## src/rtl/fadd_pipe.sv

```systemverilog
// fadd_pipe: 3-stage pipelined floating-point add/sub (RNE, flush-to-zero, valid/ready).
// Define FADD_PIPE_FLAGS_EN to add the {invalid, overflow, underflow, inexact} flags output.
module fadd_pipe #(
    parameter int EW = 8,
    parameter int MW = 23
) (
    input  logic           clk,
    input  logic           rst,
    input  logic           in_valid,
    output logic           in_ready,
    input  logic [EW+MW:0] x1,
    input  logic [EW+MW:0] x2,
    input  logic           sub,
    output logic           out_valid,
    input  logic           out_ready,
`ifdef FADD_PIPE_FLAGS_EN
    output logic [3:0]     flags,
`endif
    output logic [EW+MW:0] y
);
    localparam int W = 1 + EW + MW;
    localparam int MF = MW + 1;
    localparam int L = MF + 2;
    localparam int LZW = $clog2(MF + 5);
    localparam int XW = EW + LZW + 2;
    localparam logic [W-1:0] QNAN = {1'b0, {EW{1'b1}}, 1'b1, {(MW-1){1'b0}}};
    localparam logic signed [XW-1:0] EMAX = XW'((1 << EW) - 1);

    logic en;
    assign en = out_ready | ~out_valid;
    assign in_ready = en;

    logic s1x, s2x, z1, z2, i1, i2, n1, n2, swap;
    logic [EW-1:0] e1x, e2x, ea, eb;
    logic [MW-1:0] m1x, m2x;
    logic [EW+MW-1:0] k1, k2, ka, kb;
    logic [MF-1:0] mfa, mfb;
    logic [XW-1:0] d, sh;
    logic [MF+L+1:0] ws;

    assign {s1x, e1x, m1x} = x1;
    assign {e2x, m2x} = x2[W-2:0];
    assign s2x = x2[W-1] ^ sub;
    assign z1 = e1x == '0;
    assign z2 = e2x == '0;
    assign i1 = &e1x & ~|m1x;
    assign i2 = &e2x & ~|m2x;
    assign n1 = &e1x & |m1x;
    assign n2 = &e2x & |m2x;
    // Flushed subnormals compare as zero magnitude; ties keep x1 as A
    assign k1 = z1 ? '0 : {e1x, m1x};
    assign k2 = z2 ? '0 : {e2x, m2x};
    assign swap = k2 > k1;
    assign ka = swap ? k2 : k1;
    assign kb = swap ? k1 : k2;
    assign ea = ka[EW+MW-1:MW];
    assign eb = kb[EW+MW-1:MW];
    assign mfa = {|ea, ka[MW-1:0]};
    assign mfb = {|eb, kb[MW-1:0]};
    assign d = XW'(ea) - XW'(eb);
    assign sh = d > XW'(L) ? XW'(L) : d;
    // Low L bits catch everything shifted past the round bit and fold into sticky
    assign ws = {mfb, {(L+2){1'b0}}} >> sh;

    logic v1, s1_sa, s1_sb, s1_nan, s1_inf;
    logic [EW-1:0] s1_e;
    logic [MF+2:0] s1_ma, s1_mb;
    logic v2, s2_sa, s2_sb, s2_nan, s2_inf;
    logic [EW-1:0] s2_e;
    logic [MF+3:0] s2_sum;

    always_ff @(posedge clk)
        if (en) begin
            s1_sa  <= swap ? s2x : s1x;
            s1_sb  <= swap ? s1x : s2x;
            s1_e   <= ea;
            s1_ma  <= {mfa, 3'b000};
            s1_mb  <= {ws[MF+L+1:L], |ws[L-1:0]};
            s1_nan <= n1 | n2 | (i1 & i2 & (s1x ^ s2x));
            s1_inf <= i1 | i2;
            s2_sa  <= s1_sa;
            s2_sb  <= s1_sb;
            s2_e   <= s1_e;
            s2_sum <= (s1_sa ^ s1_sb) ? {1'b0, s1_ma} - {1'b0, s1_mb} : {1'b0, s1_ma} + {1'b0, s1_mb};
            s2_nan <= s1_nan;
            s2_inf <= s1_inf;
        end

    logic [LZW-1:0] lzc;
    logic [MF+3:0] nrm;
    logic [MF:0] mr;
    logic signed [XW-1:0] er;
    logic g, r, st, up, zero, tiny, huge;
    logic [W-1:0] res;

    always_comb begin
        lzc = LZW'(MF + 4);
        for (int i = 0; i <= MF + 3; i++)
            if (s2_sum[i]) lzc = LZW'(MF + 3 - i);
    end

    // Leading one lands on the top bit, so the exponent moves by 1 - lzc
    assign nrm = s2_sum << lzc;
    assign {g, r} = nrm[3:2];
    assign st = |nrm[1:0];
    assign up = g & (r | st | nrm[4]);
    assign mr = {1'b0, nrm[MF+3:4]} + {{MF{1'b0}}, up};
    assign er = XW'(s2_e) + XW'(1) - XW'(lzc) + XW'(mr[MF]);
    assign zero = s2_sum == '0;
    assign tiny = er[XW-1] | (er == '0);
    assign huge = er >= EMAX;
    assign res = s2_nan ? QNAN
               : s2_inf ? {s2_sa, {EW{1'b1}}, {MW{1'b0}}}
               : zero   ? {s2_sa & s2_sb, {(W-1){1'b0}}}
               : tiny   ? {s2_sa, {(W-1){1'b0}}}
               : huge   ? {s2_sa, {EW{1'b1}}, {MW{1'b0}}}
               :          {s2_sa, er[EW-1:0], mr[MW-1:0]};

`ifdef FADD_PIPE_FLAGS_EN
    logic fin, ovf, unf;
    logic [3:0] fl;
    assign fin = ~s2_nan & ~s2_inf & ~zero;
    assign ovf = fin & ~tiny & huge;
    assign unf = fin & tiny;
    assign fl = {s2_nan, ovf, unf, ovf | unf | (fin & (g | r | st))};
`endif

    always_ff @(posedge clk or posedge rst)
        if (rst) begin
            v1        <= 1'b0;
            v2        <= 1'b0;
            out_valid <= 1'b0;
            y         <= '0;
`ifdef FADD_PIPE_FLAGS_EN
            flags     <= '0;
`endif
        end else if (en) begin
            v1        <= in_valid;
            v2        <= v1;
            out_valid <= v2;
            y         <= res;
`ifdef FADD_PIPE_FLAGS_EN
            flags     <= fl;
`endif
        end
endmodule

```

## config.mk

```make
export PLATFORM = sky130hd
export DESIGN_NAME = fadd_pipe
export DESIGN_NICKNAME = d
export VERILOG_FILES = /design/src/rtl/fadd_pipe.sv
export SDC_FILE = /design/constraint.sdc
export NUM_CORES = 1
export LEC_CHECK = 0
export CAP_MARGIN = 10
export CORE_MARGIN = 8
export CORE_UTILIZATION = 45
export CTS_CLUSTER_SIZE = 8
export DETAILED_ROUTE_END_ITERATION = 16
export PLACE_DENSITY = 0.72
export SETUP_SLACK_MARGIN = 0.4
export SYNTH_ARGS = -nofsm -noshare
export SYNTH_HDL_FRONTEND = slang
export SYNTH_SLANG_ARGS = --single-unit
```

## constraint.sdc

```tcl
create_clock -name clk -period 8.21 [get_ports clk]
set_input_delay 0.821 -clock clk [delete_from_list [all_inputs] [get_ports clk]]
set_output_delay 0.821 -clock clk [all_outputs]
set_load 0.01 [all_outputs]
```

==> flow_summary.toml <==
[setup_path]
r2r-start = "s2_sum[3]$_DFFE_PP_"
cp_max_fo = 24
crit_family = "compound AO/OA/AOI/OAI gates"
critPathLaunchType = "input pin"
endpoint_kind = "flop"
crit_type = "input pin to flop"
arrival_ns = 7.50
critical_path.startpoint = "x2[24]"
crit_path_end = "s1_mb[0]$_DFFE_PP_"
cpPeakStageDelay_ns = 0.56
crit_required_ns = 8.38
rr_endpoint = "y[0]$_DFFE_PP0P_"
critPathBufInv = 3
slowest_stage = "clkdlybuf4s50_1"
r2r_slack_ns = 0.89
cp.depth = 26
reg2reg_depth = 29

[power_and_ir_drop]
pwr-share-clk = 0.151
ir_drop_uv = 180
p_sw_frac = 0.465
total_power_mw = 5.39
cell_internal_pwr_mw = 2.88
p_comb_frac = 0.614
p_leak_nw = 6.34
power_frac_seq = 0.235
p_switching_mw = 2.51
p_per_area_nw_per_um2 = 337

[synthesis]
yosysUniqueCellTypes = 85
synth_area_per_cell_um2 = 8.16
ys_ff_latch = 138
synthCells = 1666
syn_area_um2 = 13600
ys_seq_area_frac = 0.292
ys_top_cells_by_area = "edfxtp_1 23%, ha_1 8.9%, dfrtp_1 6.4%"
synth_nets = 1834
ys.flop_type = "edfxtp_1"
synth_top_area_cell = "edfxtp_1"
ys_warn_count = 0
synth_edf_count = 103
async_flop_share = 0.254
synth_top_cell_area_share = 0.228

[route]
drc = 0
viasPerCell = 6.00
drt_wl_total_mm = 40.0
dr_total_vias = 13000
firstDrtPassIters = 6
drt_iter0_drc = 1118
wl_per_cell_um = 18.5
ant_nets = 0

[clock_tree]
cts_buffers = 17
cts_tree = "yes"
hold_buffers = 0
cts.sinks = 138
clk_latency_ns = 0.43
cts-root-buf = "clkbuf_16"
path_clk_slew_ns = 0.08
clk_path_buf_depth = 2
h-tree-depth = 4

[cells_and_area]
n_fill_cell = 2676
layout_common_cells = "216 x nand2_1, 157 x o21ai_0, 132 x nor2_1"
multiInputGateArea_um2 = 9040
antenna_cells = 0
areaGrowthSynthToFinish_pct = 17.5
mostFrequentLayoutCell = "nand2_1"
drive_above_1_share = 0.0949
nets = 1926
regArea_um2 = 3970

[floorplanning]
die_area_um2 = 36000
dieHeight_um = 190
initial_utilization = 0.457
core-area_um2 = 29700
fp.dieW_um = 190
pin_count = 103
num_rows = 63

[sta]
fmax_mhz = 137
fin_hold_ws_ns = 0.423
tightest_slew_ns = 0.848
finalHoldViolCount = 0
finalMaxSlewViolations = 0
fin_crit_ns = 7.33
fin_tns_setup_ns = 0
finalCritPeriodShare = 0.892
slew_headroom = 0.429
timing.final.ws_setup_ns = 0.885
skew_ns = 0.0161
setup_violations = 0
grt_setup_unrepaired = "false"

[global_routing]
use_met3 = 0.0315
antenna_found_initial = 0
globalRouteOverflowTotal = 0
grt_pass1_wl_mm = 64.0
top_usage_layer = "met2"
grt_max_degree = 70
track_usage = 0.215
met2_usage = 0.368
met1_usage = 0.268
grt_pass1_vias = 12500

[worst_hold_path]
hold_path_depth = 0
hp-class = "flop to flop"

[placement]
dp_hpwl_mm = 31.4
globalplace.congestion = 0.964
pre_cts_slack_ns = 0.222
io_buffers = 102

[run_status]
status = "completed"

[job]
cap_violations = 0
cells by family (layout without fill, tap and decap cells):
family                     Yosys count  in the layout  synth area share
buffers and inverters              180            284            0.0531
muxes                               91             91            0.0703
DFF                                138            138             0.292
xor gates and xnor gates            57             57            0.0367
AOI/OAI and AO/OA                  511            511             0.249
adders and majority gates           99             99            0.0923
and+or+nand+nor                    590            591             0.207
flip-flops by register name (all words and copies together), names as in the netlist:
| register | flops |
|---|---|
| y | 32 |
| s2_sum | 28 |
| s1_mb | 27 |
| s1_ma | 24 |
| s1_e | 8 |
| s2_e | 8 |
| out_valid | 1 |
| s1_inf | 1 |
| s1_nan | 1 |
| s1_sa | 1 |
| s1_sb | 1 |
| s2_inf | 1 |
| s2_nan | 1 |
| s2_sa | 1 |
| s2_sb | 1 |
| v1 | 1 |
| v2 | 1 |
synthesized netlist by cell type, types with 35 or more instances:
master    number
nor2_1       133
nor3_1        41
a21oi_1       98
ha_1          97
o21ai_0      157
inv_1         85
xnor2_1       38
nand2_1      216
dfrtp_1       35
edfxtp_1     103
nor4_1        35
clkbuf_1      75
and2_1        39
mux2i_1       71
final cells by class:
type,instances,share of cell area
clock buffers,17,0.0266
clock inverters,15,0.0126
inverters,88,0.0208
multi-input cells,1349,0.567
flip-flops and latches,138,0.249
well taps,390,0.0306
repair buffers,164,0.0941
worst min-delay path by stage:
stage,startpoint,end,slack [ns]
finish,s1_e[6]$_DFFE_PP_,s2_e[6]$_DFFE_PP_,0.42
global route,s1_e[4]$_DFFE_PP_,s2_e[4]$_DFFE_PP_,0.44
CTS,s1_e[6]$_DFFE_PP_,s2_e[6]$_DFFE_PP_,0.42
detailed placement,s1_e[6]$_DFFE_PP_,s2_e[6]$_DFFE_PP_,0.41
global placement,s1_e[7]$_DFFE_PP_,s2_e[7]$_DFFE_PP_,0.40
floorplan,s1_e[0]$_DFFE_PP_,s2_e[0]$_DFFE_PP_,0.40
metal layers:
| layer | vias to the layer above | share of wire |
|---|---|---|
| met4 | 0 | 0.035 |
| met2 | 492 | 0.48 |
| met3 | 92 | 0.051 |
| li1 | 6329 | - |
| met5 | - | 0 |
| met1 | 6061 | 0.43 |
power groups by stage:
| stage | registers [mW] | clock network (mW) | logic [mW] |
|---|---|---|---|
| after CTS | 1.26 | 0.825 | 3.21 |
| after detailed placement | 1.28 | 0 | 3.19 |
| after floorplan | 1.25 | 0 | 2.27 |
| after global placement | 1.27 | 0 | 3.14 |
| final | 1.27 | 0.814 | 3.31 |
| after global routing | 1.30 | 0.852 | 3.62 |
timing repair:
| action | 4_1_cts | 5_1_grt |
|---|---|---|
| cloned | 0 | 1 |
| setup buffers | 0 | 9 |
| pin swaps | 0 | 7 |
| setup endpoints to repair | 22 | 32 |
| gates resized for setup | 1 | 19 |
through the flow:
step           utilization  std cells  area (µm²)
2_1_floorplan            -       1666       13600
3_3_place_gp         0.510       2119       15100
3_5_place_dp         0.510       2119       15100
4_1_cts              0.531       2151       15800
5_1_grt              0.537       2161       16000
6_report             0.537       2161       16000
Note: power is estimated with default switching activity, not from simulation.
